--- config.mk ---
export PLATFORM = sky130hd
export DESIGN_NAME = scroll_speed_ctrl
export DESIGN_NICKNAME = d
export VERILOG_FILES = /design/src/rtl/scroll_pkg.sv /design/src/rtl/key_debounce.sv /design/src/rtl/scroll_speed_ctrl.sv
export SDC_FILE = /design/constraint.sdc
export NUM_CORES = 1
export LEC_CHECK = 0
export BUFFER_PORTS_ARGS = -buffer_cell sky130_fd_sc_hd__buf_2
export CORE_UTILIZATION = 65
export DETAILED_ROUTE_END_ITERATION = 16
export GPL_ROUTABILITY_DRIVEN = 0
export GPL_TIMING_DRIVEN = 0
export HOLD_SLACK_MARGIN = 0.1
export PLACE_DENSITY = 0.85
export SLEW_MARGIN = 10
export SYNTH_ARGS = -nofsm -noshare
export SYNTH_HDL_FRONTEND = slang
export SYNTH_SLANG_ARGS = --single-unit
--- constraint.sdc ---
create_clock -name CLOCK_50 -period 8.36 [get_ports CLOCK_50]
set_input_delay 0.836 -clock CLOCK_50 [delete_from_list [all_inputs] [get_ports CLOCK_50]]
set_output_delay 0.836 -clock CLOCK_50 [all_outputs]
set_load 0.02 [all_outputs]
--- src/rtl/scroll_pkg.sv ---
// Shared constants and encodings for the scrolling-text speed sequencer.
package scroll_pkg;
  localparam int DEF_W          = 27;
  localparam int DEF_PERIOD_RST = 49_999_999;
  localparam int DEF_STEP       = 5_000_000;
  localparam int DEF_PERIOD_MIN = 4_999_999;
  localparam int DEF_PERIOD_MAX = 99_999_999;
  localparam int DEF_DEB_CYCLES = 1_000_000;

  localparam int KEY_FAST  = 0;
  localparam int KEY_SLOW  = 1;
  localparam int KEY_PAUSE = 2;
  localparam int KEY_DIR   = 3;

  typedef enum logic {
    S_PAUSE = 1'b0,
    S_RUN   = 1'b1
  } run_state_e;
endpackage

--- src/rtl/key_debounce.sv ---
// Synchronises one active-low push-button, debounces it and emits a one-cycle
// pulse on each accepted press.
module key_debounce #(
  parameter int DEB_CYCLES = 1_000_000
) (
  input  logic CLOCK_50,
  input  logic RESET,
  input  logic key_n,
  output logic level,
  output logic press
);
  localparam int CW = $clog2(DEB_CYCLES + 1);

  logic [1:0]    sync_q;
  logic [CW-1:0] cnt_q;
  logic          level_q, level_dly_q, armed_q, press_q;
  logic          samp;

  assign samp  = sync_q[1];
  assign level = level_q;
  assign press = press_q;

  // Synchroniser resets to "pressed" and presses are gated by armed_q, which only
  // sets once a released sample is seen: a key held through reset never reports.
  always_ff @(posedge CLOCK_50 or posedge RESET) begin
    if (RESET) begin
      sync_q      <= 2'b00;
      cnt_q       <= '0;
      level_q     <= 1'b1;
      level_dly_q <= 1'b1;
      armed_q     <= 1'b0;
      press_q     <= 1'b0;
    end else begin
      sync_q      <= {sync_q[0], key_n};
      level_dly_q <= level_q;
      press_q     <= armed_q & level_dly_q & ~level_q;
      if (samp & level_q) armed_q <= 1'b1;
      if (samp == level_q) begin
        cnt_q <= '0;
      end else if (cnt_q == CW'(DEB_CYCLES - 1)) begin
        level_q <= samp;
        cnt_q   <= '0;
      end else begin
        cnt_q <= cnt_q + CW'(1);
      end
    end
  end
endmodule

--- src/rtl/scroll_speed_ctrl.sv ---
// Scroll sequencer: debounced keys drive speed/pause/direction; a tick counter
// against the period register produces the one-cycle STEP_O strobe.
module scroll_speed_ctrl
  import scroll_pkg::*;
#(
  parameter int W          = DEF_W,
  parameter int PERIOD_RST = DEF_PERIOD_RST,
  parameter int STEP       = DEF_STEP,
  parameter int PERIOD_MIN = DEF_PERIOD_MIN,
  parameter int PERIOD_MAX = DEF_PERIOD_MAX,
  parameter int DEB_CYCLES = DEF_DEB_CYCLES
) (
  input  logic         CLOCK_50,
  input  logic         RESET,
  input  logic [3:0]   KEY,
  output logic         STEP_O,
  output logic         DIR_O,
  output logic         RUN_O,
  output logic [W-1:0] PERIOD_O
);
  logic [3:0]   key_level, press;
  logic         unused_level;
  run_state_e   state_q;
  logic [W-1:0] tick_q, period_q, period_d;
  logic [W:0]   dec_w, inc_w;
  logic         step_q, dir_q, dir_pend_q;

  key_debounce #(.DEB_CYCLES(DEB_CYCLES)) u_deb [3:0] (
    .CLOCK_50 (CLOCK_50),
    .RESET    (RESET),
    .key_n    (KEY),
    .level    (key_level),
    .press    (press)
  );

  assign unused_level = ^key_level;

  // One extra bit so the decrement shows up negative instead of wrapping.
  assign dec_w = {1'b0, period_q} - (W+1)'(STEP);
  assign inc_w = {1'b0, period_q} + (W+1)'(STEP);

  always_comb begin
    period_d = period_q;
    if (press[KEY_FAST] && !press[KEY_SLOW])
      period_d = (dec_w[W] || dec_w < (W+1)'(PERIOD_MIN)) ? W'(PERIOD_MIN) : dec_w[W-1:0];
    else if (press[KEY_SLOW] && !press[KEY_FAST])
      period_d = (inc_w > (W+1)'(PERIOD_MAX)) ? W'(PERIOD_MAX) : inc_w[W-1:0];
  end

  always_ff @(posedge CLOCK_50 or posedge RESET) begin
    if (RESET) begin
      state_q    <= S_RUN;
      tick_q     <= '0;
      period_q   <= W'(PERIOD_RST);
      step_q     <= 1'b0;
      dir_q      <= 1'b0;
      dir_pend_q <= 1'b0;
    end else begin
      period_q <= period_d;
      step_q   <= 1'b0;
      if (press[KEY_DIR]) dir_pend_q <= ~dir_pend_q;
      case (state_q)
        S_RUN: begin
          // >= also catches a period shrunk below the running count.
          if (tick_q >= period_q) begin
            step_q <= 1'b1;
            tick_q <= '0;
            dir_q  <= dir_pend_q;
          end else begin
            tick_q <= tick_q + W'(1);
          end
          if (press[KEY_PAUSE]) state_q <= S_PAUSE;
        end
        S_PAUSE: if (press[KEY_PAUSE]) state_q <= S_RUN;
        default: state_q <= S_RUN;
      endcase
    end
  end

  assign STEP_O   = step_q;
  assign DIR_O    = dir_q;
  assign RUN_O    = (state_q == S_RUN);
  assign PERIOD_O = period_q;
endmodule

### Word-level counts from Yosys, hierarchy flattened

Cells that the tools add are included.

* register bits after elaboration: 162
* latch bits: 0
* bits in writable memories: 0
* memory bits (read-only): 0
* input bits: 6
* memories: 0

* add/sub/neg operators: 7
* $mul: 0
* div/mod/pow operators: 0
* magnitude comparators: 3
* equality and inequality tests: 8
* shift-type cells: 0
* muxes and demuxes: 18
* bitwise logic cells: 22
* reduce and logical (&&, ||, !) cells: 11

Operator list (number)
* $mux 20: 8
* $mux 27: 5
* $add 20x1->20 const B: 4
* $eq 20x20->1 const B: 4
* $add 27x23->28 const B: 1
* $gt 28x27->1 const B: 1
* $lt 28x23->1 const B: 1
* $sub 27x23->28 const B: 1
* $add 27x1->27 const B: 1
* $ge 27x27->1: 1
* $and 1x1->1: 12
* $not 1->1: 10
* $reduce_and 2->1: 5
* $eq 1x1->1: 4
* $mux 1: 4
* $logic_and 1x1->1: 2
* $logic_not 1->1: 2
* $pmux 1 s2: 1
* $reduce_bool 2->1: 1
* $logic_or 1x1->1: 1

### Logic depth before layout (Yosys ltp)

* depth in word-level cells: 5
* depth in mapped cells: 15

### Modules after synthesis

Synthesis repeated with hierarchy kept, for this count alone.

* cell total of the unflattened synthesis: 1060
* area total of the unflattened synthesis: 9738.1 µm²

By module, submodules not included
* scroll_speed_ctrl: times used 1, cells each 592, area each 4933.5 µm², seq. area each 1343.8 µm²
* key_debounce: times used 4, cells each 117, area each 1201.2 µm², seq. area each 653.1 µm²

### Least setup slack after synthesis

Ideal clock, no wire load.

* path kind: reg2reg
* from: register period_q[6], in the netlist PERIOD_O[6]
* to: register period_q[26], in the netlist PERIOD_O[26]
* setup time: 0.066 ns
* arrival: 3.363 ns
* required time: 8.294 ns
* slack: 4.931 ns
* stages on the path, launching flop included: 14
* clock period less this slack: 3.429 ns
* cell sequence: dfstp_2 -> inv_1 -> ha_1 -> clkbuf_1 -> and4b_1 -> o21a_1 -> o21ai_0 -> a211o_1 -> a221o_1 -> a41o_1 -> or2_1 -> buf_6 -> o32ai_1 -> a22o_1

* cells in the longest elaborated chain, start to end: 5
* elaborated cells between the ends (all ways): 9
* those cells by class: 2 x add/sub; 2 x order compare; 4 x mux; 1 x reduce/logical

Ends and longest elaborated chain
* start, declared: line scroll_speed_ctrl.sv:24 `logic [W-1:0] tick_q, period_q, period_d;`
* start signal, assigned: line scroll_speed_ctrl.sv:54 `period_q <= W'(PERIOD_RST);`
* start signal, assigned: line scroll_speed_ctrl.sv:59 `period_q <= period_d;`
* $add 27x23->28 or $sub 27x23->28 (tied branches): line scroll_speed_ctrl.sv:40, scroll_speed_ctrl.sv:39
* $gt 28x27->1 or $lt 28x23->1 (tied branches): line scroll_speed_ctrl.sv:47, scroll_speed_ctrl.sv:45
* $mux 27 or $logic_or 1x1->1 (tied branches): line scroll_speed_ctrl.sv:47, scroll_speed_ctrl.sv:45
* $mux 27, on equally long branches: line scroll_speed_ctrl.sv:46, scroll_speed_ctrl.sv:45
* $mux 27 *: line scroll_speed_ctrl.sv:44 `if (press[KEY_FAST] && !press[KEY_SLOW])`

Every way passes the cells marked *; elsewhere a longest branch is shown, timed or not. The select of a mux whose other input is x is not followed.
A chain may end at the register's enable or synchronous reset.

### Final worst setup path

* from: register period_q[6], in the netlist PERIOD_O[6]
* to: register period_q[12], in the netlist PERIOD_O[12]

Same word-level chain as after synthesis.

==> results.md <==
* Hold_buf cts at 0
* Hold WC Path Type: register to register
* Post-DP Area at 0.00984 sq mm
* Design area at 0.0104 sq mm
* Ys Warns at 0
* GRT Residual Overflow at 0
* Layout Area Growth over Synthesis at 10.8%
* Layout fillers at 990
* Final setup fails at 0
* Worst Setup Path Type: register to register
* Fin Setup TNS at 0 ns
* RSZ-0062 raised after global routing: no
* Clock Power Share at 48.6%
* Clk_lat worst skew at 0.43 ns
* I/O pin total at 36
* Pleak at 0.00467 uW
* Peak Freq at 0.233 GHz
* Pint at 1230 uW
* First DRT Iteration DRCs at 847
* WHS Path Cells at 0
* DRC at 0
* Req. time, crit path at 8.69 ns
* Clock tree buffer depth at 2
* Sw Ratio at 21.6%
* Startpoint type of the worst setup path: register
* Synthesized cell area at 0.00940 sq mm
* PostCTS Resize Cnt at 0
* EDFF count, synth at 0
* Row cnt at 43
* Power density over the cells at 151 mW/mm^2
* Critical-path top delay cell: dfstp_2
* Starting density of the core at 67.2%
* Clock sinks at 157
* Register area at 0.00396 sq mm
* Core Area at 0.0140 sq mm
* Worst-path clk slew at 0.07 ns
* Routed Antenna Nets at 0
* TritonRoute pass-1 iters at 5
* Initial antenna violation count at 0
* Post-route core utilization at 74.4%
* Clock skew at 0.0140 ns
* FF-to-FF End: PERIOD_O[12]$_DFFE_PP1P_
* Pin count of the biggest net entering global routing at 86
* Fraction of layout cells with a size suffix above 1 at 13.0%
* Register area share after synthesis at 42.1%
* Switch Pwr at 340 uW
* Total Routing Usage GR at 31.7%
* Vias per std cell at 6.31
* Slew headroom at 50.1%
* VDD IR max at 0.172 mV
* R2r startpoint: PERIOD_O[6]$_DFFE_PP1P_
* Cell family with most CP delay: compound AO/OA/AOI/OAI gates
* Worst hold start: u_deb[2].sync_q[0]$_DFF_PP0_
* Total inserted antenna cells at 0
* Multi-input gate area at 0.00501 sq mm
* Die Wd at 122 um
* Hold endpoint: u_deb[2].sync_q[1]$_DFF_PP0_
* Sequential Power Share at 49.2%
* Arr. time, crit path at 4.61 ns
* Final WL at 22100 um
* Crit end category: register
* Post-Synthesis Cells at 1023
* Tightest Pin Transition at 0.749 ns
* NumNets Final at 1125
* CP bufs+invs at 2
* Synth async-reset ratio at 100%
* Synth Flop Type: dfrtp_1
* R2r worst-path depth at 12
* Slew Limit Fails at 0
* Final worst path period share at 51.2%
* # H-tree levels at 4
* Wire per inst at 17.4 um
* CP cell instances: inv_1 > ha_1 > clkbuf_1 > and4b_1 > o21a_1 > o21ai_0 > a211o_1 > a221o_1 > a41o_1 > nor2_1 > a21boi_0 > o22ai_1
* CTS tree: done
* Slowest cell delay on critical path at 0.71 ns
* Status: complete, no violations
* Commonest non-fill, non-tap cell in the layout: nor2_1
* Total die area at 0.0150 sq mm
* Critical path peak fanout at 13
* Avg Inst Size Synth at 9.19 sq um
* Max-Cap Viols at 0
* DR vias at 8016
* Port bufs at 35
* Comb pwr share at 2.2%
* R2r setup slk at 4.08 ns
* Post-synthesis register bit count at 157
* Vias in the first global route at 7674
* Final worst path period need at 4.28 ns
* Dpl hpwl at 15000 um
* Clk root buf: clkbuf_16
* Most frequent cells in the layout: 143 x nor2_1, 135 x dfrtp_1, 83 x nand2_1
* CTS buffer count at 17
* Setup bufs post-CTS at 0
* Die Span Y at 122 um
* Fin. Hold Viols at 0
* Syn nets at 1070
* First-pass GRT wire length at 36900 um
* Synth unique cells at 91
## per-layer routing
metal | vias up | global-route usage [%] | wire (um)
met5 | - | 0 | 0
met4 | 0 | 15.0 | 776
met3 | 76 | 6.37 | 1590
met2 | 341 | 50.8 | 10400
met1 | 3851 | 41.3 | 9330
li1 | 3748 | - | -
## registers in the layout (all words and copies together) (netlist names)
register           flops
u_deb.level            4
u_deb.sync_q           8
u_deb.level_dly_q      4
PERIOD_O              22
dir_pend_q             1
DIR_O                  1
u_deb.armed_q          4
u_deb.cnt_q           80
u_deb.press            4
tick_q                27
RUN_O                  1
STEP_O                 1
## logic make-up after synthesis
logic type / synth area share, %
xor gates and xnor gates: 8.94
adders and majority gates: 5.46
AOI/OAI and AO/OA: 15.8
buffers and inverters: 4.67
DFF: 42.1
and+or+nand+nor: 22.2
muxes: 0.918
## power groups by stage
| stage | registers (uW) | logic, uW | clock network, uW |
|---|---|---|---|
| 2_1_floorplan | 785 | 23.7 | 0 |
| 3_3_place_gp | 786 | 31.9 | 0 |
| 3_5_place_dp | 786 | 35.0 | 0 |
| 4_1_cts | 773 | 35.1 | 772 |
| 5_1_grt | 773 | 39.9 | 805 |
| 6_report | 773 | 33.9 | 763 |
## per-stage QoR
step / std cells / hold WS, ns / power [uW] / setup WS, ns
global placement: 1238 / 0.332 / 818 / 1.72
global route: 1271 / 0.357 / 1620 / 3.95
finish: 1271 / 0.347 / 1570 / 4.08
detailed placement: 1239 / 0.336 / 821 / 4.28
CTS: 1271 / 0.350 / 1580 / 4.27
floorplan: 1023 / 0.331 / 809 / 3.33
## cells in the mapped netlist (all sizes together) (13+ instances only)
| library cell | n | area (sq um) |
|---|---|---|
| clkbuf | 33 | 168 |
| or3 | 17 | 108 |
| and3 | 26 | 164 |
| nor2 | 143 | 537 |
| o21ai | 50 | 262 |
| dfrtp | 135 | 3380 |
| xor2 | 55 | 482 |
| o211ai | 13 | 97.6 |
| a21o | 15 | 114 |
| inv | 36 | 135 |
| ha | 41 | 513 |
| nand3 | 42 | 210 |
| nand2 | 84 | 318 |
| nand4 | 26 | 163 |
| buf | 16 | 125 |
| nor3 | 18 | 90.1 |
| xnor2 | 41 | 359 |
| dfstp | 22 | 578 |
| a21oi | 42 | 221 |
## cell type report
cell class                 count  share of cell area, %
buffer                        49                   2.81
clock buffer                  22                   4.46
clock inverter                10                   1.07
inverter                      39                   1.48
multi-input combinational    778                   48.1
sequential                   157                   38.0
tap                          180                   2.16
timing repair buffer          36                   1.95
## how the worst max path moves through the flow
stage,start,to,slack [ns],depth (start not counted)
finish,PERIOD_O[6]$_DFFE_PP1P_,PERIOD_O[12]$_DFFE_PP1P_,4.08,12
detailed placement,PERIOD_O[6]$_DFFE_PP1P_,PERIOD_O[12]$_DFFE_PP1P_,4.28,12
CTS,PERIOD_O[6]$_DFFE_PP1P_,PERIOD_O[12]$_DFFE_PP1P_,4.27,12
global placement,RESET,PERIOD_O[10]$_DFFE_PP0P_,1.72,2
floorplan,RESET,DIR_O$_DFFE_PP0P_,3.33,1
global route,PERIOD_O[6]$_DFFE_PP1P_,PERIOD_O[12]$_DFFE_PP1P_,3.95,12
(Power assumes the default switching activity.)
